===== src/rtl/vga_fb_arbiter.sv =====
// Framebuffer port arbiter: display prefetch FIFO has priority, writer fills idle slots.
// Optional VGA_FB_UNDERRUN_CNT_EN adds a saturating underrun counter port.
module vga_fb_arbiter #(
    parameter int HRES       = 640,
    parameter int VRES       = 480,
    parameter int AW         = 19,
    parameter int DW         = 8,
    parameter int FIFO_DEPTH = 4
) (
    input  logic          clk,
    input  logic          rst,
    input  logic          frame_start,
    input  logic          pix_req,
    output logic [DW-1:0] pix_data,
    output logic          pix_valid,
    output logic          underrun,
`ifdef VGA_FB_UNDERRUN_CNT_EN
    output logic [15:0]   underrun_cnt,
`endif
    input  logic          wr_valid,
    input  logic [AW-1:0] wr_addr,
    input  logic [DW-1:0] wr_data,
    output logic          wr_ready,
    output logic [AW-1:0] mem_addr,
    output logic          mem_we,
    output logic [DW-1:0] mem_wdata,
    input  logic [DW-1:0] mem_rdata
);

    localparam int NPIX = HRES * VRES;
    localparam int PW   = $clog2(FIFO_DEPTH);
    localparam int CW   = PW + 1;
    localparam logic [AW-1:0] LAST   = AW'(NPIX - 1);
    localparam logic [AW:0]   NPIX_W = (AW+1)'(NPIX);

    typedef enum logic [1:0] {IDLE, RUN, DONE} state_t;

    state_t        state, state_nxt;
    logic [AW-1:0] rd_addr;
    logic [AW-1:0] addr_q;
    logic [DW-1:0] wdata_q;
    logic          inflight;
    logic [DW-1:0] fifo [FIFO_DEPTH];
    logic [PW-1:0] rptr, wptr;
    logic [CW-1:0] count;
    logic          fetch_grant;
    logic          wr_go;
    logic          wr_in_range;
    logic          push;
    logic          pop;

    assign fetch_grant = (state == RUN) && !frame_start &&
                         ((count + CW'(inflight)) < CW'(FIFO_DEPTH));
    // rst gating keeps the write path quiet while reset is held
    assign wr_go       = wr_valid && !fetch_grant && !rst;
    assign wr_in_range = {1'b0, wr_addr} < NPIX_W;
    assign push        = inflight && !frame_start;
    assign pop         = pix_req && pix_valid && !frame_start;
    assign pix_valid   = (count != '0);
    assign pix_data    = pix_valid ? fifo[rptr] : '0;

    always_comb begin
        state_nxt = state;
        wr_ready  = wr_go;
        mem_addr  = addr_q;
        mem_we    = 1'b0;
        mem_wdata = wdata_q;
        if (fetch_grant) begin
            mem_addr = rd_addr;
        end else if (wr_go) begin
            mem_addr  = wr_addr;
            mem_wdata = wr_data;
            mem_we    = wr_in_range;
        end
        if (frame_start)
            state_nxt = RUN;
        else if (fetch_grant && rd_addr == LAST)
            state_nxt = DONE;
    end

    always_ff @(posedge clk or posedge rst) begin
        if (rst) begin
            state    <= IDLE;
            rd_addr  <= '0;
            addr_q   <= '0;
            wdata_q  <= '0;
            inflight <= 1'b0;
            rptr     <= '0;
            wptr     <= '0;
            count    <= '0;
            underrun <= 1'b0;
        end else begin
            state    <= state_nxt;
            addr_q   <= mem_addr;
            wdata_q  <= mem_wdata;
            inflight <= fetch_grant;
            if (frame_start)
                rd_addr <= '0;
            else if (fetch_grant)
                rd_addr <= rd_addr + AW'(1);
            if (frame_start) begin
                rptr  <= '0;
                wptr  <= '0;
                count <= '0;
            end else begin
                if (push)
                    wptr <= wptr + PW'(1);
                if (pop)
                    rptr <= rptr + PW'(1);
                count <= count + CW'(push) - CW'(pop);
            end
            if (frame_start)
                underrun <= 1'b0;
            else if (pix_req && !pix_valid)
                underrun <= 1'b1;
        end
    end

    always_ff @(posedge clk) begin
        if (push)
            fifo[wptr] <= mem_rdata;
    end

`ifdef VGA_FB_UNDERRUN_CNT_EN
    always_ff @(posedge clk or posedge rst) begin
        if (rst)
            underrun_cnt <= '0;
        else if (pix_req && !pix_valid && underrun_cnt != 16'hFFFF)
            underrun_cnt <= underrun_cnt + 16'd1;
    end
`endif

endmodule


===== config.mk =====
export PLATFORM = sky130hd
export DESIGN_NAME = vga_fb_arbiter
export DESIGN_NICKNAME = d
export VERILOG_FILES = /design/src/rtl/vga_fb_arbiter.sv
export SDC_FILE = /design/constraint.sdc
export NUM_CORES = 1
export LEC_CHECK = 0
export ABC_CLOCK_PERIOD_IN_PS = 2400
export CAP_MARGIN = 20
export CORE_ASPECT_RATIO = 0.8
export CORE_MARGIN = 2
export CORE_UTILIZATION = 59
export CTS_BUF_LIST = sky130_fd_sc_hd__clkbuf_4
export CTS_CLUSTER_DIAMETER = 60
export DETAILED_ROUTE_END_ITERATION = 8
export DONT_BUFFER_PORTS = 1
export PLACE_DENSITY = 0.75
export SYNTH_ARGS = -nofsm -noshare
export SYNTH_HDL_FRONTEND = slang
export SYNTH_SLANG_ARGS = --single-unit

===== constraint.sdc =====
create_clock -name clk -period 2.4 [get_ports clk]
set_input_delay 0.48 -clock clk [delete_from_list [all_inputs] [get_ports clk]]
set_output_delay 0.48 -clock clk [all_outputs]
set_load 0.1 [all_outputs]

==> results.yml <==
timing:
  fin_skew_ps: 24.2
  worst_pin_slew_ps: 767
  fin_crit_sh: 1.13
  final_hold_viol_count: 0
  setup_viol: 36
  min_period_ps: 2700
  setup_ws_ps: -302
  slew_viol_final: 0
  slew_headroom: 0.487
  grt_setup_unrepaired: "true"
  max_freq_mhz: 370
synth:
  synthesis.nets: 365
  postSynthAreaPerCell_um2: 12.6
  ys_seq_area_frac: 0.596
  synth_edf_count: 32
  post_synth_num_cell_types: 43
  ys_ff_latch: 89
  yosys_warnings: 0
  async_flop_share: 0.640
  synth.top_cells.by_count: "57 x dfrtp_1, 32 x edfxtp_1, 27 x nand2_1"
  netlist_top_cells_area: "dfrtp_1 36%, edfxtp_1 24%, mux2i_1 5.0%"
  yosys.area.top_type: "dfrtp_1"
  synth.top_cell.area_share: 0.356
  synth_most_common_cell: "dfrtp_1"
  synth_area_mm2: 0.00400
  ys_dominant_reg_cell: "dfrtp_1"
  synthCells: 317
pwr:
  power_density_mw_per_mm2: 1050
  peakVddDrop_mv: 0.676
  p_leak_nw: 1.98
setup_path:
  path_depth: 6
  cp_slowest_cell: "o21ai_4"
  crit_start: "count[0]$_DFF_PP0_"
  timing.rr.start: "count[1]$_DFF_PP0_"
  end_kind: "output pin"
  cp_cell_sequence: "buf_6, and4_4, o21ai_4, inv_4, buf_4, o21ai_4"
  worstPathBufferInverterCount: 3
  path_common_cell: "o21ai_4"
  crit_required_ps: 1920
  path_class: "reg -> out"
  crit_fanout: 6
  max_stage_delay_ps: 570
  reg2reg_depth: 12
  startpoint_type: "register"
  cp_top_family: "compound AO/OA/AOI/OAI gates"
  critPathArrivalTime_ps: 2220
detailed_routing:
  firstDrtPassIters: 4
  drtIter0Drc: 188
  drt-total-wl_um: 8260
  vias_per_cell: 5.94
  wire_per_inst_um: 18.6
  vias: 2639
  drc: 0
  final_antenna_net_count: 0
floorplan:
  die_h_um: 77.7
  design.die.area_mm2: 0.00747
  fp.dieW_um: 96.1
  rows: 26
  core_mm2: 0.00647
  initial_utilization: 0.618
  ioPinCount: 79
place:
  placed_area_mm2: 0.00472
  gp_congestion: 0.793
  post-dp-hpwl_um: 5680
  dp_cells: 416
  io_buffers: 0
hold_path:
  hp-class: "in -> reg"
  hp-start: "frame_start"
  hold_depth: 1
run_status:
  outcome: "complete, but fails checks"
  violations: "negative setup slack"
clocking:
  cts.sinks: 89
  clkLatencyLatePin_ps: 450
  clockBufferDepth: 2
  cts_tree: "built"
  clock-root-buffer: "clkbuf_4"
  htreeDepth: 3
  clk_pin_slew_ps: 140
  tritoncts.num_buffers: 9
global_routing:
  grt_pass1_wl_um: 13500
  first_global_vias: 2724
  grt_usage: 0.240
  grt_max_degree: 58
  antenna_found_initial: 0
  grt.overflow.total: 0
final_layout:
  drive_gt1_frac: 0.306
  layout.nets: 403
  stdcell_area_mm2: 0.00507
  fin_cells: 444
  area_delta_synth_final_pct: 26.7
  diodes: 0
job:
  maxCapViolations: 0
-- worst reg2reg max path, cell delays in order (launching register included) --
cell and delay (ps):
dfrtp_1 460, nor3_1 280, inv_1 100, nand2_1 100, nor2_1 50, ha_1 280, inv_1 60, ha_1 120
inv_1 40, fa_1 370, xor2_1 170, xnor2_1 140, nor2_1 60
-- per-layer routing --
metal / track usage / vias to the layer above / part of all wire
li1: - / 1235 / -
met1: 0.328 / 1302 / 0.42
met2: 0.363 / 91 / 0.48
met3: 0.0864 / 11 / 0.090
met4: 0.0700 / 0 / 0.0085
met5: 0 / - / 0
-- area by class of cell --
cell class / instances / area [um2]
Sequential cell: 89 / 2390
Multi-Input combinational cell: 198 / 1790
Fill cell: 372 / 1400
Timing Repair Buffer: 44 / 599
Tap cell: 84 / 105
Clock inverter: 7 / 71.3
Clock buffer: 9 / 67.6
Inverter: 13 / 51.3
-- state kept, by name, indices dropped and copies added, names as in the netlist --
register	flops
rd_addr	19
state	2
addr_q	19
fifo	32
count	3
wdata_q	8
underrun	1
inflight	1
rptr	2
wptr	2
-- report_power, final --
| part | switching (mW) | total, mW | leakage (nW) | internal [mW] |
|---|---|---|---|---|
| Combinational | 1.86 | 2.69 | 0.869 | 0.830 |
| Sequential | 0.0964 | 1.84 | 1.04 | 1.74 |
| Clock | 0.508 | 0.823 | 0.0679 | 0.315 |
-- through the flow --
step	hold slack [ps]	setup WS [ps]	utilization	total power, mW	TNS, ps
2_1_floorplan	470	-113	-	3.83	-576
3_3_place_gp	446	155	0.730	4.41	0
4_1_cts	55.7	-331	0.780	5.36	-8990
3_5_place_dp	447	76.5	0.730	4.45	0
5_1_grt	35.5	-391	0.784	5.56	-10790
6_report	84.8	-302	0.784	5.35	-7500
-- logic make-up (layout without fill, tap and decap cells) --
family                   count (synthesis)  after routing  share of synthesized area
AO/OA/AOI/OAI                           61             61                     0.0975
XOR/XNOR                                 7              7                     0.0153
adder cells (fa/ha/maj)                  8              8                     0.0269
buffers and inverters                   30             73                     0.0319
flip-flops                              89             89                      0.596
multiplexers                            36             36                      0.117
AND/OR/NAND/NOR                         86             86                      0.115
-- repair_timing --
action                                  CTS  global route
endpoints found under the setup margin   37            38
buffers inserted                          9             3
pin swaps                                15             3
endpoints found under the hold margin    57             0
hold buffers                              1             0
resized for setup                        22             4
-- path summary, 6_finish.rpt --
path / endpoint / slack (ps)
max: mem_addr[18] / -300
min: rd_addr[12]$_DFFE_PP0P_ / 80
max reg2reg: count[2]$_DFF_PP0_ / 70
min reg2reg: rd_addr[11]$_DFFE_PP0P_ / 520
max in group asynchronous: inflight$_DFF_PP0_ / 1600
min in group asynchronous: addr_q[12]$_DFF_PP0_ / 520
-- layout by cell type, fill, tap and decap left out, types with 2 or more instances in the layout --
| master | netlist | final |
|---|---|---|
| mux4_2 | 8 | 8 |
| nor2_1 | 12 | 11 |
| xor2_1 | 4 | 4 |
| nor2b_1 | 3 | 2 |
| mux2_4 | 0 | 8 |
| clkinv_2 | 0 | 2 |
| o211ai_1 | 2 | 2 |
| o311ai_0 | 2 | 2 |
| nand2_1 | 27 | 25 |
| o21ai_0 | 25 | 8 |
| clkbuf_4 | 0 | 9 |
| clkinvlp_4 | 0 | 3 |
| inv_1 | 13 | 11 |
| and2_1 | 13 | 12 |
| edfxtp_1 | 32 | 32 |
| or3_1 | 7 | 7 |
| buf_4 | 1 | 17 |
| dfrtp_1 | 57 | 55 |
| and4_1 | 2 | 2 |
| dfrtp_2 | 0 | 2 |
| nand3_1 | 6 | 6 |
| o31ai_1 | 6 | 6 |
| and3_1 | 2 | 2 |
| or4_1 | 6 | 6 |
| nand4_1 | 4 | 4 |
| buf_12 | 0 | 20 |
| o21ai_4 | 0 | 19 |
| buf_6 | 0 | 5 |
| mux2i_1 | 20 | 20 |
| ha_1 | 7 | 7 |
| a21oi_1 | 15 | 14 |
| xnor2_1 | 3 | 3 |
No activity file was read; power rests on OpenSTA's default activity.
